## src/rtl/sggoc_pkg.sv

```systemverilog
// rtl/sggoc_pkg.sv - shared constants and types for the cartridge bank mapper
package sggoc_pkg;

    localparam logic [15:0] MAP_CTRL = 16'hFFFC;
    localparam logic [15:0] MAP_P0   = 16'hFFFD;
    localparam logic [15:0] MAP_P1   = 16'hFFFE;
    localparam logic [15:0] MAP_P2   = 16'hFFFF;

    localparam logic [15:0] CM_P0 = 16'h0000;
    localparam logic [15:0] CM_P1 = 16'h4000;
    localparam logic [15:0] CM_P2 = 16'h8000;

    localparam logic MODE_SEGA = 1'b0;
    localparam logic MODE_CM   = 1'b1;

    localparam logic [7:0] RST_PAGE0 = 8'd0;
    localparam logic [7:0] RST_PAGE1 = 8'd1;
    localparam logic [7:0] RST_PAGE2 = 8'd2;

    typedef enum logic [1:0] {
        SLOT0 = 2'd0,
        SLOT1 = 2'd1,
        SLOT2 = 2'd2,
        SLOT3 = 2'd3
    } slot_e;

    // Low-bit mask for a ROM of 2^log2 pages; log2 is at most 8.
    function automatic logic [7:0] page_mask(input int log2);
        logic [8:0] m;
        m = (9'd1 << log2) - 9'd1;
        return m[7:0];
    endfunction

endpackage

```

## src/rtl/mapper_regs.sv

```systemverilog
// rtl/mapper_regs.sv - mode latch, write-edge detect and mapper register file
module mapper_regs
    import sggoc_pkg::*;
(
    input  logic        clk,
    input  logic        rst,
    input  logic        mode,
    input  logic        wr,
    input  logic [15:0] addr,
    input  logic [7:0]  di,
    output logic        mode_q,
    output logic [7:0]  page0,
    output logic [7:0]  page1,
    output logic [7:0]  page2,
    output logic [7:0]  ctrl
);

    logic wr_q;
    logic wr_edge;

    assign wr_edge = wr & ~wr_q;

    // wr_q resets high so a strobe still asserted at reset release is not a new write.
    always_ff @(posedge clk) begin
        if (rst) begin
            mode_q <= mode;
            wr_q   <= 1'b1;
            page0  <= RST_PAGE0;
            page1  <= RST_PAGE1;
            page2  <= RST_PAGE2;
            ctrl   <= 8'h00;
        end else begin
            wr_q <= wr;
            if (wr_edge) begin
                if (mode_q == MODE_SEGA) begin
                    case (addr)
                        MAP_CTRL: ctrl  <= di;
                        MAP_P0:   page0 <= di;
                        MAP_P1:   page1 <= di;
                        MAP_P2:   page2 <= di;
                        default:  ;
                    endcase
                end else begin
                    case (addr)
                        CM_P0:   page0 <= di;
                        CM_P1:   page1 <= di;
                        CM_P2:   page2 <= di;
                        default: ;
                    endcase
                end
            end
        end
    end

endmodule

```

## src/rtl/bank_mapper.sv

```systemverilog
// rtl/bank_mapper.sv - cartridge address translation to flash bytes or cart RAM
module bank_mapper
    import sggoc_pkg::*;
#(
    parameter int FLASH_AW       = 22,
    parameter int ROM_PAGES_LOG2 = 8,
    parameter int CRAM_EN        = 1
) (
    input  logic                clk,
    input  logic                rst,
    input  logic                mode,
    input  logic                wr,
    input  logic [15:0]         addr,
    input  logic [7:0]          di,
    output logic                rom_sel,
    output logic [FLASH_AW-1:0] flash_addr,
    output logic                cram_sel,
    output logic                cram_we,
    output logic [14:0]         cram_addr,
    output logic [7:0]          page0,
    output logic [7:0]          page1,
    output logic [7:0]          page2,
    output logic [7:0]          ctrl
);

    localparam logic [7:0] PG_MASK = page_mask(ROM_PAGES_LOG2);

    logic        mode_q;
    slot_e       slot;
    logic [7:0]  pg_raw;
    logic [7:0]  pg_masked;
    logic [21:0] rom_off;

    mapper_regs u_regs (
        .clk    (clk),
        .rst    (rst),
        .mode   (mode),
        .wr     (wr),
        .addr   (addr),
        .di     (di),
        .mode_q (mode_q),
        .page0  (page0),
        .page1  (page1),
        .page2  (page2),
        .ctrl   (ctrl)
    );

    // The first 1 KB stays on page 0 in Sega mode so the reset vectors never move.
    always_comb begin
        slot = slot_e'(addr[15:14]);
        case (slot)
            SLOT0:   pg_raw = page0;
            SLOT1:   pg_raw = page1;
            default: pg_raw = page2;
        endcase
        if (mode_q == MODE_SEGA && addr < 16'h0400)
            pg_raw = 8'h00;
    end

    assign pg_masked  = pg_raw & PG_MASK;
    assign rom_off    = {pg_masked, addr[13:0]};
    assign flash_addr = (slot == SLOT3) ? '0 : FLASH_AW'(rom_off);

    assign cram_sel  = (CRAM_EN != 0) && (mode_q == MODE_SEGA) && ctrl[3] && (slot == SLOT2);
    assign cram_we   = cram_sel & wr;
    assign cram_addr = (CRAM_EN != 0) ? {ctrl[2], addr[13:0]} : 15'h0000;
    assign rom_sel   = (slot != SLOT3) && !cram_sel;

endmodule

```

## config.mk

```make
export PLATFORM = sky130hd
export DESIGN_NAME = bank_mapper
export DESIGN_NICKNAME = d
export VERILOG_FILES = /design/src/rtl/sggoc_pkg.sv /design/src/rtl/mapper_regs.sv /design/src/rtl/bank_mapper.sv
export SDC_FILE = /design/constraint.sdc
export NUM_CORES = 1
export LEC_CHECK = 0
export ABC_AREA = 1
export CORE_AREA = 2 2 79 81
export CTS_CLUSTER_SIZE = 40
export DETAILED_ROUTE_END_ITERATION = 8
export DIE_AREA = 0 0 81 83
export PLACE_DENSITY = 0.74
export SLEW_MARGIN = 30
export SYNTH_ARGS = -nofsm -noshare
export SYNTH_HDL_FRONTEND = slang
export SYNTH_SLANG_ARGS = --single-unit
```

## constraint.sdc

```tcl
create_clock -name clk -period 1.8 [get_ports clk]
set_clock_uncertainty 0.1 [all_clocks]
set_input_delay 0.54 -clock clk [delete_from_list [all_inputs] [get_ports clk]]
set_output_delay 0.54 -clock clk [all_outputs]
set_load 0.01 [all_outputs]
```

== Yosys cells after proc, flatten, opt, wreduce, memory -nomap -nowiden ==
Index checks and enable logic that the tools add are counted.
Storage, ports and cells
  register bits: 34
  input port bits: 28
  output and inout bits: 72
Operators by class
  magnitude comparators: 1
  equal/unequal tests: 13
  mux-type cells: 12
  bitwise logic cells: 4
  reduce and logical (&&, ||, !) cells: 14
Operators by type and width (number)
  16-bit == test (second input constant): 5
  8-bit two-way mux: 10
  22-bit two-way mux: 1
  16-bit by 15-bit == test with 1-bit output (second input constant): 1
  16-bit logical NOT: 1
  16-bit by 11-bit < comparator with 1-bit output (second input constant): 1
  8-bit case mux with 2 select lines: 1
  3-bit AND reduction: 4
  2-bit inequality test (second input constant): 4
  2-bit nonzero test: 3
  2-bit == test (second input constant): 2
  1-bit logical AND: 4
  1-bit bitwise AND: 2
  2-bit by 1-bit == test with 1-bit output (second input constant): 1
  2-bit logical NOT: 1
  1-bit inverter: 2
  1-bit logical NOT: 1

== Longest topological paths before layout ==
  word-level depth: 5
  mapped depth: 10
  gate-level depth less buffers: 9

== By module ==
From an unflattened synthesis, not the netlist that was laid out.
Unflattened totals
  cells, all modules: 343
  area total of the unflattened synthesis: 2052.0 µm²
By module, submodules not included
  mapper_regs: times used 1, cells each 222, area each 1502.7 µm²
  bank_mapper: times used 1, cells each 121, area each 549.3 µm²

== Worst setup path before layout ==
OpenSTA, ideal clock, no wires.
  kind: input to output
  start: input port addr[15]
  end: output port flash_addr[15]
  data arrival time: 1325 ps
  required time: 1160 ps
  setup slack: -165 ps
  stages on the path: 4
  cells stage by stage: nor2_4 -> nand2_2 -> o31ai_2 -> nor2_1
Between the ends
  word-level cells in the longest chain between the ends: 4
  elaborated cells between the ends (all ways): 8
  those cells by class: 1 x order compare; 2 x eq/ne; 3 x mux; 2 x reduce/logical
Ends and longest elaborated chain
  start: declaration: line bank_mapper.sv:13  | input logic [15:0] addr,
  16-bit by 11-bit < comparator with 1-bit output (tied with other cells): line bank_mapper.sv:56  | if (mode_q == MODE_SEGA && addr < 16'h0400)
  1-bit logical AND or 8-bit case mux with 2 select lines (tied branches): line bank_mapper.sv:56, bank_mapper.sv:51
  8-bit two-way mux: line bank_mapper.sv:56
  22-bit two-way mux (*): line bank_mapper.sv:62  | assign flash_addr = (slot == SLOT3) ? '0 : FLASH_AW'(rom_off);
  end: declaration: line bank_mapper.sv:16  | output logic [FLASH_AW-1:0] flash_addr,
Mark *: on every way between the ends. The rest lies on a longest branch, timed or not.

== Final worst setup path ==
Ends and elaborated chain as after synthesis.

==> metrics.md <==
| Metric | Value |
|---|---|
| Slew HR | 0.807 |
| Clk root buf | clkbuf_8 |
| CTS clk-pin slew, worst paths | 0.07 ns |
| Ant. Diodes | 0 |
| Post-synthesis simple-gate area fraction | 0.397 |
| Post-synth EDFFs | 1 |
| Fmax | 474 MHz |
| Via count | 2,851 |
| CTS tree | built |
| Placeable Area | 5820 sq um |
| Part of the cycle the worst path needs | 1.17 |
| Count leader, synth | nor2_1 |
| Post-synth top cells | nor2_1, nand2_1, inv_1 |
| Cells along the critical path | buf_12, inv_2, nand2_2, o22ai_1, a21oi_2, nor2_4, buf_6 |
| Share of layout cells above drive strength 1 | 0.396 |
| Largest net degree at the start of global routing | 34 |
| Critical Path End Type | output pin |
| Seq/Total Area, Yosys | 0.326 |
| Synth unique cells | 26 |
| Initial antenna violation count | 0 |
| DP Cell Count | 545 |
| Setup CP Type | in -> out |
| Synthesis-to-layout area growth | 93.2% |
| Adder-Cell Fraction of Synth Area | 0 |
| Max-slew violations | 0 |
| Worst path bufs/invs | 3 |
| Detailed placement HPWL | 5.32 mm |
| GRT Total Usage | 0.225 |
| WL final | 8.52 mm |
| Synth Instances | 332 |
| Synth Net Count | 360 |
| Leakage | 0.00222 uW |
| Max H-tree Level | 2 |
| Final Wtd Congestion | 0.840 |
| Clk_lat worst skew | 0.29 ns |
| Critical-path top delay cell | o22ai_1 |
| Final hold violation count | 0 |
| Unrepaired setup endpoints after global routing | true |
| # port buffers | 99 |
| WL/cell | 14.7 um |
| Worst Tran Pin Value | 0.289 ns |
| GRT overflow | 0 |
| Synth top area share | 0.312 |
| Multiplexer area fraction after synthesis | 0 |
| # Max-Cap Violations | 0 |
| Largest family of logic cells by synthesized area | simple AND/OR/NAND/NOR gates |
| Synth Cell Area | 2120 sq um |
| Failing checks | setup timing |
| Initial core utilization | 0.364 |
| Final setup fails | 25 |
| # DRC | 0 |
| CP top delay family | compound AO/OA/AOI/OAI gates |
| Clock Path Buffers | 2 |
| HP Class | reg -> reg |
| CP max stage delay | 0.25 ns |
| Yosys reg bits | 34 |
| PD cells | 504 nW/um^2 |
| Peak VDD IR | 573 uV |
| Worst Setup Start Kind | input port |
| Post-route minimum period | 2.11 ns |
| Post-route cell area | 4090 sq um |
| Post-Synth XOR/XNOR Area | 0 |
| Area contributors post-synth | dfxtp_1, nor2_1, nand2_1, inv_1, a21oi_1 |
| Synth Area in Compound Gates | 0.119 |
| Die Span X | 81 um |
| Clock Sinks | 34 |
| Routed Antenna Nets | 0 |
| Yosys top cell by area | dfxtp_1 |
| CP arrival | 1.47 ns |
| Fin Hold WS | 0.382 ns |
| Highest net fanout along the worst path | 9 |
| Placed cell area | 3530 sq um |
| Syn Area/Cell | 6.38 sq um |
| Setup TNS Final | -5.52 ns |
| Synth warn | 0 |
| Asr flop ratio synth | 0 |
| I/O pin cnt | 100 |
| Total CTS buffers | 5 |
| Final Non-Filler Cells | 578 |
| Nets@finish | 530 |
| Vias in the first global route | 2,617 |
| Setup ws final | -0.311 ns |
| Power, Total | 2060 uW |
| Global-route wire length before repair | 12.1 mm |
| Row cnt | 28 |
| Die area | 6720 sq um |
| DR pass1 iterations | 4 |
| Via density | 4.93 |
| Initial DRC count | 169 |
| Die Ht | 83 um |
| Critical Path RT | 1.16 ns |
| Top FF cell, synth | dfxtp_1 |
| Status | complete, but fails checks |
-- tightest hold or removal path, stage by stage, from the launching register on --
cell     delay [ns]
dfxtp_1        0.33
nor2_1         0.05
nor2_1         0.08
-- cell type report --
type / instances / area (sq um)
clock buffer: 6 / 82.6
multi-input combinational: 232 / 1410
timing repair buffer: 181 / 1560
clock inverter: 2 / 60.1
timing repair inverter: 1 / 7.51
tap: 75 / 93.8
inverter: 47 / 186
fill: 463 / 1720
sequential: 34 / 691
-- cell usage in the layout (no fill, tap or decap), types with 10 or more instances in the layout --
cell type,n
clkdlybuf4s50_1,10
buf_6,20
inv_1,40
buf_4,67
buf_2,20
nor2_1,60
dlygate4sd2_1,50
a21oi_1,25
nand3_1,15
nand2_1,44
nor2_2,12
dfxtp_1,33
nor2_4,15
-- cells by family (layout without fill, tap and decap cells) --
group	after synthesis	after routing
compound gates	47	47
simple gates	183	185
flops	34	34
buf+inv	68	237
-- through the flow --
stage	utilization	setup slack (ns)
6_report	0.704	-0.311
5_1_grt	0.704	-0.357
2_1_floorplan	-	-0.0627
4_1_cts	0.652	-0.329
3_3_place_gp	0.607	-1.17
3_5_place_dp	0.607	-1.20
-- report_power, final --
part	internal [uW]	leakage, uW	switching, uW
combinational	211	0.00187	210
clock	591	0.0000714	290
sequential	759	0.000276	3.21
-- per-layer routing --
metal,up-vias,GRT usage,part of all wire
met5,-,0,0
met4,0,0.0709,0.023
met3,22,0.0467,0.074
met2,122,0.415,0.52
met1,1326,0.250,0.38
li1,1381,-,-
-- timing repair --
item	CTS	global route
resized for setup	228	73
setup buffers	18	6
endpoints found under the hold margin	0	0
pin swaps	19	17
hold buffers	0	0
cloned	2	1
setup endpoints to repair	100	65
-- path summary, 6_finish.rpt --
kind / slack, ns / start / cells after the start / endpoint
worst max-delay path: -0.31 / addr[15] / 7 / flash_addr[15]
worst min-delay path: 0.38 / u_regs.ctrl[7]$_SDFFE_PP0P_ / 2 / u_regs.ctrl[7]$_SDFFE_PP0P_
worst max register to register: 0.09 / u_regs.mode_q$_DFFE_PP_ / 8 / u_regs.page2[4]$_SDFFE_PP0P_
worst min register to register: 0.38 / u_regs.ctrl[7]$_SDFFE_PP0P_ / 2 / u_regs.ctrl[7]$_SDFFE_PP0P_
-- registers in the layout, summed over array words and instances (netlist names) --
name	cells
u_regs.wr_q	1
u_regs.ctrl	8
u_regs.page1	8
u_regs.page0	8
u_regs.page2	8
u_regs.mode_q	1
No activity file was read; power rests on OpenSTA's default activity.
